<file path="config.mk">
export PLATFORM = sky130hd
export DESIGN_NAME = voice_scheduler
export DESIGN_NICKNAME = d
export VERILOG_FILES = /design/src/rtl/voice_scheduler_pkg.sv /design/src/rtl/voice_scheduler_voice_slot.sv /design/src/rtl/voice_scheduler.sv
export SDC_FILE = /design/constraint.sdc
export NUM_CORES = 1
export LEC_CHECK = 0
export BUFFER_PORTS_ARGS = -buffer_cell sky130_fd_sc_hd__buf_2
export CAP_MARGIN = 20
export CORE_AREA = 3 3 77 79
export CTS_BUF_LIST = sky130_fd_sc_hd__clkbuf_8 sky130_fd_sc_hd__clkbuf_16
export DETAILED_ROUTE_END_ITERATION = 16
export DIE_AREA = 0 0 80 82
export PLACE_DENSITY = 0.83
export SLEW_MARGIN = 10
export SYNTH_ARGS = -nofsm -noshare
export SYNTH_HDL_FRONTEND = slang
export SYNTH_SLANG_ARGS = --single-unit
</file>
<file path="constraint.sdc">
create_clock -name clk -period 3.7 [get_ports clk]
set_input_delay 0.185 -clock clk [delete_from_list [all_inputs] [get_ports clk]]
set_output_delay 0.185 -clock clk [all_outputs]
set_load 0.005 [all_outputs]
</file>
<file path="src/rtl/voice_scheduler_pkg.sv">
// Shared widths and FSM encoding for the voice scheduler and its voice slots.
package voice_scheduler_pkg;

    localparam int NUM_VOICES     = 3;
    localparam int NOTE_WIDTH     = 6;
    localparam int DURATION_WIDTH = 6;
    localparam int VOICE_IDX_W    = $clog2(NUM_VOICES);

    typedef enum logic [1:0] {
        IDLE  = 2'd0,
        ALLOC = 2'd1,
        HOLD  = 2'd2,
        DONE  = 2'd3
    } state_t;

endpackage

</file>
<file path="src/rtl/voice_scheduler_voice_slot.sv">
// One voice: note register, remaining-beat count and active flag.
module voice_slot
    import voice_scheduler_pkg::*;
(
    input  logic                      clk,
    input  logic                      reset,
    input  logic                      load,
    input  logic [NOTE_WIDTH-1:0]     load_note,
    input  logic [DURATION_WIDTH-1:0] load_dur,
    input  logic                      tick,
    output logic [NOTE_WIDTH-1:0]     note,
    output logic [DURATION_WIDTH-1:0] count,
    output logic                      active
);

    // A load on the same edge as a tick wins; the count never wraps below zero.
    always_ff @(posedge clk) begin
        if (reset) begin
            note   <= '0;
            count  <= '0;
            active <= 1'b0;
        end else if (load) begin
            note   <= load_note;
            count  <= load_dur;
            active <= 1'b1;
        end else if (tick && active && (count != '0)) begin
            count <= count - 1'b1;
            if (count == DURATION_WIDTH'(1))
                active <= 1'b0;
        end
    end

endmodule

</file>
<file path="src/rtl/voice_scheduler.sv">
// Three-voice note scheduler: paces notes from the song reader and allocates voices.
// Build option: define VOICE_STEAL_EN to steal the shortest-remaining voice when all are busy.
module voice_scheduler
    import voice_scheduler_pkg::*;
(
    input  logic                               clk,
    input  logic                               reset,
    input  logic                               play,
    input  logic                               beat,
    input  logic                               new_note,
    input  logic [NOTE_WIDTH-1:0]              note,
    input  logic [DURATION_WIDTH-1:0]          duration,
    input  logic                               advance,
    output logic                               note_done,
    output logic [NUM_VOICES*NOTE_WIDTH-1:0]   voice_note,
    output logic [NUM_VOICES-1:0]              voice_load,
    output logic [NUM_VOICES-1:0]              voice_active,
    output logic                               overrun
);

`ifdef VOICE_STEAL_EN
    localparam bit STEAL_EN = 1'b1;
`else
    localparam bit STEAL_EN = 1'b0;
`endif

    state_t                      state;
    state_t                      state_next;
    logic [NOTE_WIDTH-1:0]       note_r;
    logic [DURATION_WIDTH-1:0]   dur_r;
    logic                        adv_r;
    logic [DURATION_WIDTH-1:0]   pace;
    logic                        tick;
    logic [NUM_VOICES-1:0]       load_vec;
    logic                        found;
    logic [VOICE_IDX_W-1:0]      victim;
    logic [DURATION_WIDTH-1:0]   voice_count [NUM_VOICES];

    assign tick = beat & play;

    always_ff @(posedge clk) begin
        if (reset)
            state <= IDLE;
        else
            state <= state_next;
    end

    always_comb begin
        state_next = state;
        case (state)
            IDLE:  if (new_note) state_next = ALLOC;
            ALLOC: state_next = (adv_r || (dur_r == '0)) ? DONE : HOLD;
            HOLD:  if (tick && (pace == DURATION_WIDTH'(1))) state_next = DONE;
            DONE:  state_next = IDLE;
            default: state_next = IDLE;
        endcase
    end

    // Voice selection sees the slot counts as they stood before this cycle's beat.
    always_comb begin
        note_done = (state == DONE);
        load_vec  = '0;
        found     = 1'b0;
        victim    = '0;
        if ((state == ALLOC) && (note_r != '0) && (dur_r != '0)) begin
            for (int i = 0; i < NUM_VOICES; i++) begin
                if (!voice_active[i] && !found) begin
                    load_vec[i] = 1'b1;
                    found       = 1'b1;
                end
            end
            if (!found && STEAL_EN) begin
                for (int i = 1; i < NUM_VOICES; i++) begin
                    if (voice_count[i] < voice_count[victim])
                        victim = VOICE_IDX_W'(i);
                end
                load_vec[victim] = 1'b1;
            end
        end
    end

    always_ff @(posedge clk) begin
        if (reset) begin
            note_r     <= '0;
            dur_r      <= '0;
            adv_r      <= 1'b0;
            pace       <= '0;
            overrun    <= 1'b0;
            voice_load <= '0;
        end else begin
            voice_load <= load_vec;
            if ((state == IDLE) && new_note) begin
                note_r <= note;
                dur_r  <= duration;
                adv_r  <= advance;
            end
            if ((state != IDLE) && new_note)
                overrun <= 1'b1;
            if (state == ALLOC)
                pace <= dur_r;
            else if ((state == HOLD) && tick && (pace != '0))
                pace <= pace - 1'b1;
        end
    end

    for (genvar v = 0; v < NUM_VOICES; v++) begin : g_voice
        voice_slot u_slot (
            .clk       (clk),
            .reset     (reset),
            .load      (load_vec[v]),
            .load_note (note_r),
            .load_dur  (dur_r),
            .tick      (tick),
            .note      (voice_note[v*NOTE_WIDTH +: NOTE_WIDTH]),
            .count     (voice_count[v]),
            .active    (voice_active[v])
        );
    end

endmodule

</file>
==> flow_summary.toml <==
[place]
place_hpwl_um = 5270
dp_cells = 479
portBuffers = 43
routabilityCongestion = 0.921

[setup_path]
reg2reg_to = "g_voice[0].u_slot.note[2]"
endpoint = "g_voice[0].u_slot.note[2]"
cp_num_buf_inv = 3
crit_type = "reg2reg"
r2r_setup_slack_ns = 1.29
cp.arrival_ns = 2.69
crit_start = "state[1]"
cp_max_fo = 11
cp.required_ns = 3.97
crit_chain = "inv_1, ha_1, clkinv_1, a211oi_1, buf_4, nand3_1, a21oi_1"
crit_cells = 7
max_stage_delay_ns = 0.64
r2r-start = "state[1]"
setup.worst_path.start_class = "flip-flop"
worst_setup_path_end_kind = "flip-flop"
r2r_cells = 7
path_delay_family = "compound AO/OA/AOI/OAI gates"
crit_slowest_cell = "a211oi_1"

[clocking]
root_buffer = "clkbuf_8"
cts_tree = "done"
cts_setup_buffers = 0
cts.path.max_buffers = 2
postCtsHoldBufs = 0
clock_latency_ns = 0.34
cts_buffers = 9
cts-resized-gates = 0
ctsHtreeMaxLevel = 3
cts.clk_slew.worst_paths_ns = 0.08
clock_sinks = 64

[power]
power.leakage_nw = 1.37
report.power.total_mw = 2.23
switchingPower_mw = 0.810
p_comb_share_pct = 27.8
sw_frac_of_total_pct = 36.3
pwr-share-clk_pct = 32.9
max-vdd-ir-drop_mv = 0.601
power.internal_mw = 1.42
p_per_area_nw_per_um2 = 611
seqPwrFrac_pct = 39.3

[synthesis]
dominantRegCellSynth = "dfxtp_1"
syn_inst = 390
syn_area_um2 = 3220
synth.distinct_cells = 54
ys_async_sr_fraction_pct = 0
postSynthAreaPerCell_um2 = 8.25
ys_seq_elements = 64
synth_edf_count = 0
synth_nets = 421
ys_seq_area_share_pct = 39.8
yosysWarnings = 0

[final_layout]
antenna_cells = 0
finalNonFillerCells = 496
area_growth_pct = 13.5
final_common_cell = "dfxtp_1"
n_fill_cell = 433
drive_gt1_share_pct = 16.7
final_nets = 450
layout_common_cells = "64 x dfxtp_1, 50 x a21oi_1, 43 x buf_2, 40 x nand2_1, 26 x nand3_1"

[timing]
finalCritPeriodShare_pct = 65.2
fmax_mhz = 414
fin_worst_skew_ns = 0.00961
worst_pin_slew_ns = 0.891
maxSlewHeadroom_pct = 40.6
setup_viol = 0
slew_viol_final = 0
holdWs_ns = 0.0781
rsz0062_at_grt = "no"
hold_violations = 0
tns_ns = 0
min_period_ns = 2.41

[die]
die_h_um = 82
floorplan.die.width_um = 80
die_area_um2 = 6560
fp.coreArea_um2 = 5410
io_pins = 44
initial_core_util_pct = 59.6
rows = 27

[grt]
grtUsageTotal_pct = 24.7
grt_pass1_wl_um = 12800
grt_max_degree = 67
overflow = 0
antenna_found_initial = 0
grt_pass1_vias = 2728

[flow_run]
drv_cap = 0

[detailed_routing]
drc = 0
drtIter0Drc = 204
routed_wirelength_um = 7850
via_count = 3087
ant_nets = 0
drt_pass1_iterations = 6
viasPerCell = 6.22
wl_per_cell_um = 15.8

[hold_path]
hold_class = "in2reg"

[run_status]
status = "finished clean"
-- cells by family (layout without fill, tap and decap cells) --
logic type	count (synthesis)	after routing	share of synthesized area, %
AO/OA/AOI/OAI	132	132	26.4
XOR/XNOR	4	4	1.09
adder cells (fa/ha/maj)	13	13	5.05
buffers and inverters	44	78	6.53
flip-flops	64	64	39.8
multiplexers	3	3	0.933
AND/OR/NAND/NOR	130	130	20.2
-- worst min-delay path by stage --
stage	start	to	cells past startpoint	slack, ns
3_3_place_gp	duration[4]	dur_r[4]	3	0.42
4_1_cts	note[5]	note_r[5]	3	0.07
6_report	note[5]	note_r[5]	3	0.08
3_5_place_dp	note[5]	note_r[5]	3	0.43
5_1_grt	note[0]	note_r[0]	3	0.08
2_1_floorplan	advance	adv_r	2	0.32
-- routing by layer --
layer | part of all wire, % | track usage (%)
met1 | 44 | 33.2
met2 | 47 | 38.2
met3 | 7.8 | 6.36
met4 | 1.6 | 8.78
met5 | 0 | 0
-- worst register-to-register path, delay by kind of cell, from the launching register on --
kind,cells,cell delay [ns]
AND/OR/NAND/NOR,1,0.08
adder cells (fa/ha/maj),1,0.41
AO/OA/AOI/OAI,2,0.80
buffers and inverters,3,0.71
flip-flops,1,0.34
-- synth_stat cells, types with 4 or more instances --
cell type  number  share of area, %
dfxtp_1        64                40
a21oi_1        50               7.8
nand2_1        40               4.7
nand3_1        26               4.0
nor2_1         22               2.6
o21ai_0        21               3.3
clkbuf_1       15               1.7
inv_1          15               1.7
ha_1           13               5.1
a211oi_1       12               2.8
nor3_1         10               1.6
o211ai_1        9               2.1
a21o_1          7               1.6
a31oi_1         6               1.2
buf_2           5              0.78
buf_4           5               1.2
nand4_1         5              0.97
nor4_1          5              0.97
a2bb2oi_1       4               1.1
nor2b_1         4              0.78
xnor2_1         4               1.1
-- metrics by stage --
| stage | setup WS (ns) | cell area (um^2) | utilization (%) |
|---|---|---|---|
| 2_1_floorplan | 1.98 | 3220 | - |
| 3_3_place_gp | 1.39 | 3390 | 62.7 |
| 3_5_place_dp | 1.30 | 3390 | 62.7 |
| 4_1_cts | 1.28 | 3630 | 67.2 |
| 5_1_grt | 1.06 | 3650 | 67.6 |
| 6_report | 1.29 | 3650 | 67.6 |
-- sequential cells by signal (all words and copies together) (netlist names) --
signal	flops
g_voice.u_slot.count	18
g_voice.u_slot.note	18
dur_r	6
note_r	6
pace	6
g_voice.u_slot.active	3
voice_load	3
state	2
adv_r	1
overrun	1
-- cell type report --
| cell class | count | area, um^2 | share of cell area, % |
|---|---|---|---|
| multi-input cells | 282 | 1730 | 47.3 |
| flip-flops and latches | 64 | 1280 | 35.1 |
| repair buffers | 46 | 250 | 6.85 |
| clock buffers | 9 | 124 | 3.39 |
| clock inverters | 7 | 120 | 3.29 |
| well taps | 72 | 90.1 | 2.47 |
| inverters | 16 | 60.1 | 1.64 |
-- power by group through the flow --
stage / clock network (mW) / registers (mW) / logic (mW)
5_1_grt: 0.771 / 0.888 / 0.688
2_1_floorplan: 0 / 0.852 / 0.505
4_1_cts: 0.738 / 0.874 / 0.609
3_5_place_dp: 0 / 0.889 / 0.605
6_report: 0.734 / 0.878 / 0.620
3_3_place_gp: 0 / 0.885 / 0.590
Note: power is estimated with default switching activity, not from simulation.
